`config.mk`:
```
export PLATFORM = sky130hd
export DESIGN_NAME = pipe_stage_reg
export DESIGN_NICKNAME = d
export VERILOG_FILES = /design/src/rtl/pipe_stage_reg.sv
export SDC_FILE = /design/constraint.sdc
export NUM_CORES = 1
export LEC_CHECK = 0
export ABC_AREA = 1
export CAP_MARGIN = 20
export CORE_MARGIN = 3
export CORE_UTILIZATION = 45
export DETAILED_ROUTE_END_ITERATION = 8
export PLACE_DENSITY = 0.86
export SLEW_MARGIN = 25
export SYNTH_ARGS = -nofsm -noshare
export SYNTH_HDL_FRONTEND = slang
export SYNTH_SLANG_ARGS = --single-unit
```
`constraint.sdc`:
```
create_clock -name clk -period 3.5 [get_ports clk]
set_input_delay 0.525 -clock clk [delete_from_list [all_inputs] [get_ports clk]]
set_output_delay 0.525 -clock clk [all_outputs]
set_load 0.02 [all_outputs]
```
`src/rtl/pipe_stage_reg.sv`:
```
// Valid/ready pipeline stage register carrying a payload and a control bundle between CPU stages.
// Define PIPE_SKID_EN for a 2-entry skid variant with no out_ready->in_ready combinational path.
module pipe_stage_reg #(
   parameter int unsigned DATA_W = 128,
   parameter int unsigned CTRL_W = 10,
   parameter int unsigned CNT_W  = 16
) (
   input  logic              clk,
   input  logic              reset_n,
   input  logic              in_valid,
   output logic              in_ready,
   input  logic [DATA_W-1:0] in_data,
   input  logic [CTRL_W-1:0] in_ctrl,
   input  logic              stall,
   input  logic              flush,
   output logic              out_valid,
   input  logic              out_ready,
   output logic [DATA_W-1:0] out_data,
   output logic [CTRL_W-1:0] out_ctrl,
   input  logic              cnt_clr,
   output logic [CNT_W-1:0]  bubble_cnt
);

   localparam logic [CNT_W-1:0] CntMax = {CNT_W{1'b1}};

   logic              accept;
   logic              emit;
   logic              valid_q, valid_d;
   logic [DATA_W-1:0] data_q, data_d;
   logic [CTRL_W-1:0] ctrl_q, ctrl_d;
   logic [CNT_W-1:0]  cnt_q, cnt_d;

   assign emit   = valid_q & out_ready;
   assign accept = in_valid & in_ready;

`ifdef PIPE_SKID_EN
   logic              skid_valid_q, skid_valid_d;
   logic [DATA_W-1:0] skid_data_q, skid_data_d;
   logic [CTRL_W-1:0] skid_ctrl_q, skid_ctrl_d;

   // Ready depends only on local state, breaking the backward ready chain.
   assign in_ready = reset_n & ~stall & ~flush & ~skid_valid_q;

   always_comb begin
      valid_d      = valid_q;
      data_d       = data_q;
      ctrl_d       = ctrl_q;
      skid_valid_d = skid_valid_q;
      skid_data_d  = skid_data_q;
      skid_ctrl_d  = skid_ctrl_q;
      if (flush) begin
         valid_d      = 1'b0;
         ctrl_d       = '0;
         skid_valid_d = 1'b0;
         skid_ctrl_d  = '0;
      end else if (emit) begin
         if (skid_valid_q) begin
            valid_d      = 1'b1;
            data_d       = skid_data_q;
            ctrl_d       = skid_ctrl_q;
            skid_valid_d = 1'b0;
            skid_ctrl_d  = '0;
         end else if (accept) begin
            valid_d = 1'b1;
            data_d  = in_data;
            ctrl_d  = in_ctrl;
         end else begin
            valid_d = 1'b0;
            ctrl_d  = '0;
         end
      end else if (accept) begin
         if (valid_q) begin
            skid_valid_d = 1'b1;
            skid_data_d  = in_data;
            skid_ctrl_d  = in_ctrl;
         end else begin
            valid_d = 1'b1;
            data_d  = in_data;
            ctrl_d  = in_ctrl;
         end
      end
   end

   always_ff @(posedge clk or negedge reset_n) begin
      if (!reset_n) begin
         skid_valid_q <= 1'b0;
         skid_data_q  <= '0;
         skid_ctrl_q  <= '0;
      end else begin
         skid_valid_q <= skid_valid_d;
         skid_data_q  <= skid_data_d;
         skid_ctrl_q  <= skid_ctrl_d;
      end
   end
`else
   assign in_ready = reset_n & ~stall & ~flush & (~valid_q | out_ready);

   always_comb begin
      valid_d = valid_q;
      data_d  = data_q;
      ctrl_d  = ctrl_q;
      if (flush) begin
         valid_d = 1'b0;
         ctrl_d  = '0;
      end else if (accept) begin
         valid_d = 1'b1;
         data_d  = in_data;
         ctrl_d  = in_ctrl;
      end else if (emit) begin
         // Payload is left as-is; only control must read as zero when empty.
         valid_d = 1'b0;
         ctrl_d  = '0;
      end
   end
`endif

   always_comb begin
      cnt_d = cnt_q;
      if (cnt_clr) begin
         cnt_d = '0;
      end else if (out_ready && !valid_q && (cnt_q != CntMax)) begin
         cnt_d = cnt_q + CNT_W'(1);
      end
   end

   always_ff @(posedge clk or negedge reset_n) begin
      if (!reset_n) begin
         valid_q <= 1'b0;
         data_q  <= '0;
         ctrl_q  <= '0;
         cnt_q   <= '0;
      end else begin
         valid_q <= valid_d;
         data_q  <= data_d;
         ctrl_q  <= ctrl_d;
         cnt_q   <= cnt_d;
      end
   end

   assign out_valid  = valid_q;
   assign out_data   = data_q;
   assign out_ctrl   = ctrl_q;
   assign bubble_cnt = cnt_q;

endmodule
```
==> Flow_metrics.wiki <==
{| class="wikitable"
! Metric !! Value
|-
| Detail-routed net length per standard cell || approximately 17 µm
|-
| Worst-path fanout max || 4
|-
| Number of setup violations in the final report || 0
|-
| Data required time of the worst path || between 2 and 3 ns
|-
| Commonest non-fill, non-tap cells in the layout || sky130_fd_sc_hd__nand2_1, sky130_fd_sc_hd__clkdlybuf4s50_1, sky130_fd_sc_hd__nand3_1
|-
| DRC violation count after routing || 0
|-
| Seq. cell area || 3880 µm²
|-
| Startpoint of the worst register-to-register path || bubble_cnt[0]$_DFFE_PN0P_
|-
| Gpl congestion || around 0.86
|-
| Die W || around 130 µm
|-
| Synthesis Warnings || 0
|-
| Number of different library cells in the post-synthesis netlist || 28
|-
| Count of placed standard cells including taps || 1202
|-
| Initial standard-cell utilization of the core || about 47%
|-
| Power density of the placed cells || approximately 550 nW/µm²
|-
| Top achievable clock speed || 0.400 GHz
|-
| Multi-input combinational cell area || around 2400 µm²
|-
| Area growth from synthesis to layout || 56.5%
|-
| Post-Syn Area per Cell || between 8 and 9 µm²
|-
| Data arrival time of the critical path || 1.97 ns
|-
| Number of global-route vias before repair || about 6.3k
|-
| Actual slew at the worst max-slew pin || 0.969 ns
|-
| Vias after detailed routing || ~6.4k
|-
| Total length of routed wires || 20900 µm
|-
| Final count of hold timing violations || 0
|-
| Status || complete, no violations
|-
| Cell Count, Final, Fillers Out || 1234
|-
| Top cell type's share of synthesized area || between 50 and 60%
|-
| Number of placement rows || 43
|-
| Worst reg-to-reg path cell count || 9
|-
| Diodes inserted || 0
|-
| Final max-slew violation count || 0
|-
| CORE AREA || about 14000 µm²
|-
| Filler cell count in the final layout || slightly above 1k
|-
| Number of nets at the end of the flow || between 1k and 1.5k
|-
| Type of the worst setup path || in -> out
|-
| Die height || between 100 and 150 µm
|-
| Most used DFF post-synth || sky130_fd_sc_hd__dfrtp_1
|-
| Clock tree from TritonCTS || built
|-
| Global-route wire length before repair || 33100 µm
|-
| Total Neg Setup Slack || 0 ns
|-
| Period Utilization, post-route || a little under three quarters
|-
| Busiest grt layer || met2
|-
| Number of top-level pins || around 300
|-
| Half-perimeter wire length after placement || about 14000 µm
|-
| Total standard cell area after synthesis || 6530 µm²
|-
| Number of buffers created by CTS || 17
|-
| Drt via density || 5.15
|-
| Buffers added on ports || 300
|-
| Global routing usage on met3 || roughly 6.9%
|-
| Number of synthesized register bits || approximately 160
|-
| Post-synthesis async set-or-reset flop share || 100%
|-
| Antenna violations before repair || 0
|-
| Worst Setup Start Kind || input port
|-
| Class of the tightest hold or removal check || in -> async
|-
| Gate Count Post-Synth || 763
|-
| Setup repair after global routing missed its margin || false
|-
| Final critical delay including setup and external delays || about 2.5 ns
|-
| GRT Residual Overflow || 0
|-
| Met1 Track Usage GR || between 30 and 40%
|-
| Maximum number of pins on one net before global-route repair || about 160
|-
| Layout Utilization || between 70% and 80%
|-
| Final design instance area without fill || 10200 µm²
|-
| Worst ir drop on vdd || around 0.35 mV
|-
| Sequential area share after synthesis || around 60%
|-
| Skew final || a little over 0.007 ns
|-
| Antenna-violating nets left || 0
|-
| Clock sink count || 155
|-
| Router iterations before antenna repair || 5
|-
| Number of DRC markers after the initial detailed-route iteration || 503
|-
| Reg-to-reg critical path endpoint || bubble_cnt[12]$_DFFE_PN0P_
|-
| H-tree depth reported by CTS || 4
|-
| Number of buffers on the longest clock path || 2
|-
| Fraction of layout instances using a drive strength above 1 || ~5.2%
|-
| Top area cells in the synthesized netlist || sky130_fd_sc_hd__dfrtp_1, sky130_fd_sc_hd__nand2_1, sky130_fd_sc_hd__nand3_1, sky130_fd_sc_hd__buf_2, sky130_fd_sc_hd__clkbuf_1
|-
| Max-Slew Margin vs Limit || 35.4%
|-
| Post-CTS sizing || 0
|-
| Post-CTS Setup Bufs || 0
|-
| Number of enable-type register cells in the synthesized netlist || 0
|-
| Setup crit end kind || primary output
|-
| Most common cell after layout, fill and taps aside || sky130_fd_sc_hd__nand2_1
|-
| Lkg Pwr || 0.00491 µW
|-
| Final hold slack || 0.189 ns
|-
| Hold-fix buffers at CTS || 0
|-
| Register clock-pin slew on the reported worst setup and hold paths || 0.06 ns
|-
| Yosys top cell by area || sky130_fd_sc_hd__dfrtp_1
|-
| Register-to-register setup slack || 1.60 ns
|-
| Total track usage || 26.0%
|-
| Syn Nets || ~900
|-
| Area after detailed placement || ~9600 µm²
|-
| GR Util met2 || between 40 and 50%
|-
| Number of maximum-capacitance constraint violations || 0
|-
| Overall die area || 16000 µm²
|-
| Worst skew pair latency || 0.42 ns
|-
| Clock Root Buffer || sky130_fd_sc_hd__clkbuf_16
|}
## state kept, by name, summed over array words and instances (netlist names)
name,flops
out_ctrl,10
bubble_cnt,16
out_valid,1
out_data,128
## critical path, cell delays in order
cell and delay (ns):
sky130_fd_sc_hd__clkdlybuf4s50_1 0.45, sky130_fd_sc_hd__nor3b_1 0.19, sky130_fd_sc_hd__and2_4 0.20, sky130_fd_sc_hd__clkdlybuf4s50_1 0.61
## per-layer routing
layer | share of wire (%) | wire [µm]
met1 | 39 | 8140
met2 | 49 | 10300
met3 | 8.0 | 1680
met4 | 3.4 | 712
met5 | 0 | 0
## final cells by class
class	instances	area share (%)
timing repair buffer	308	30.2
multi-input combinational	545	23.3
sequential	155	37.9
tap	180	2.20
clock inverter	12	1.36
inverter	14	0.514
clock buffer	20	4.47
## where the power goes
part           total, µW  switching [µW]  internal, µW
Combinational       1550             799           749
Sequential          2240             161          2080
Clock               1850             758          1090
Total               5640            1720          3920
## cells by family (layout without fill, tap and decap cells)
group | after synthesis | after routing | synth area share, %
adders and majority gates | 1 | 1 | 0.191
xor gates and xnor gates | 4 | 4 | 0.536
buffers and inverters | 63 | 354 | 4.31
and+or+nand+nor | 533 | 533 | 35.0
DFF | 155 | 155 | 59.4
AOI/OAI and AO/OA | 7 | 7 | 0.613
## metrics by stage
stage                     total power [µW]  worst slack, ns
final                                 5640             1.00
after global routing                  5880            0.894
after CTS                             5670            0.995
after detailed placement              3810            0.909
after global placement                3780             1.01
after floorplan                       2900             1.67
## how the worst max path moves through the flow
stage                from                       end  slack [ns]
global placement    flush  out_data[64]$_DFFE_PN0P_        1.01
finish              flush                  in_ready        1.00
CTS                 flush                  in_ready         1.0
detailed placement  flush  out_data[64]$_DFFE_PN0P_        0.91
global route        flush                  in_ready        0.89
floorplan           stall                  in_ready        1.67
## synthesized netlist by cell type (2+ instances only)
cell type	instances
sky130_fd_sc_hd__nor2_4	3
sky130_fd_sc_hd__o21bai_1	2
sky130_fd_sc_hd__inv_1	12
sky130_fd_sc_hd__nand2_2	2
sky130_fd_sc_hd__nor2_2	3
sky130_fd_sc_hd__a21oi_1	2
sky130_fd_sc_hd__clkbuf_1	19
sky130_fd_sc_hd__o21ai_1	2
sky130_fd_sc_hd__nand4_1	9
sky130_fd_sc_hd__dfrtp_1	155
sky130_fd_sc_hd__nand2_1	329
sky130_fd_sc_hd__inv_2	2
sky130_fd_sc_hd__xor2_1	4
sky130_fd_sc_hd__nor2_1	17
sky130_fd_sc_hd__buf_2	27
sky130_fd_sc_hd__nand3_1	163
No activity file was read; power rests on OpenSTA's default activity.
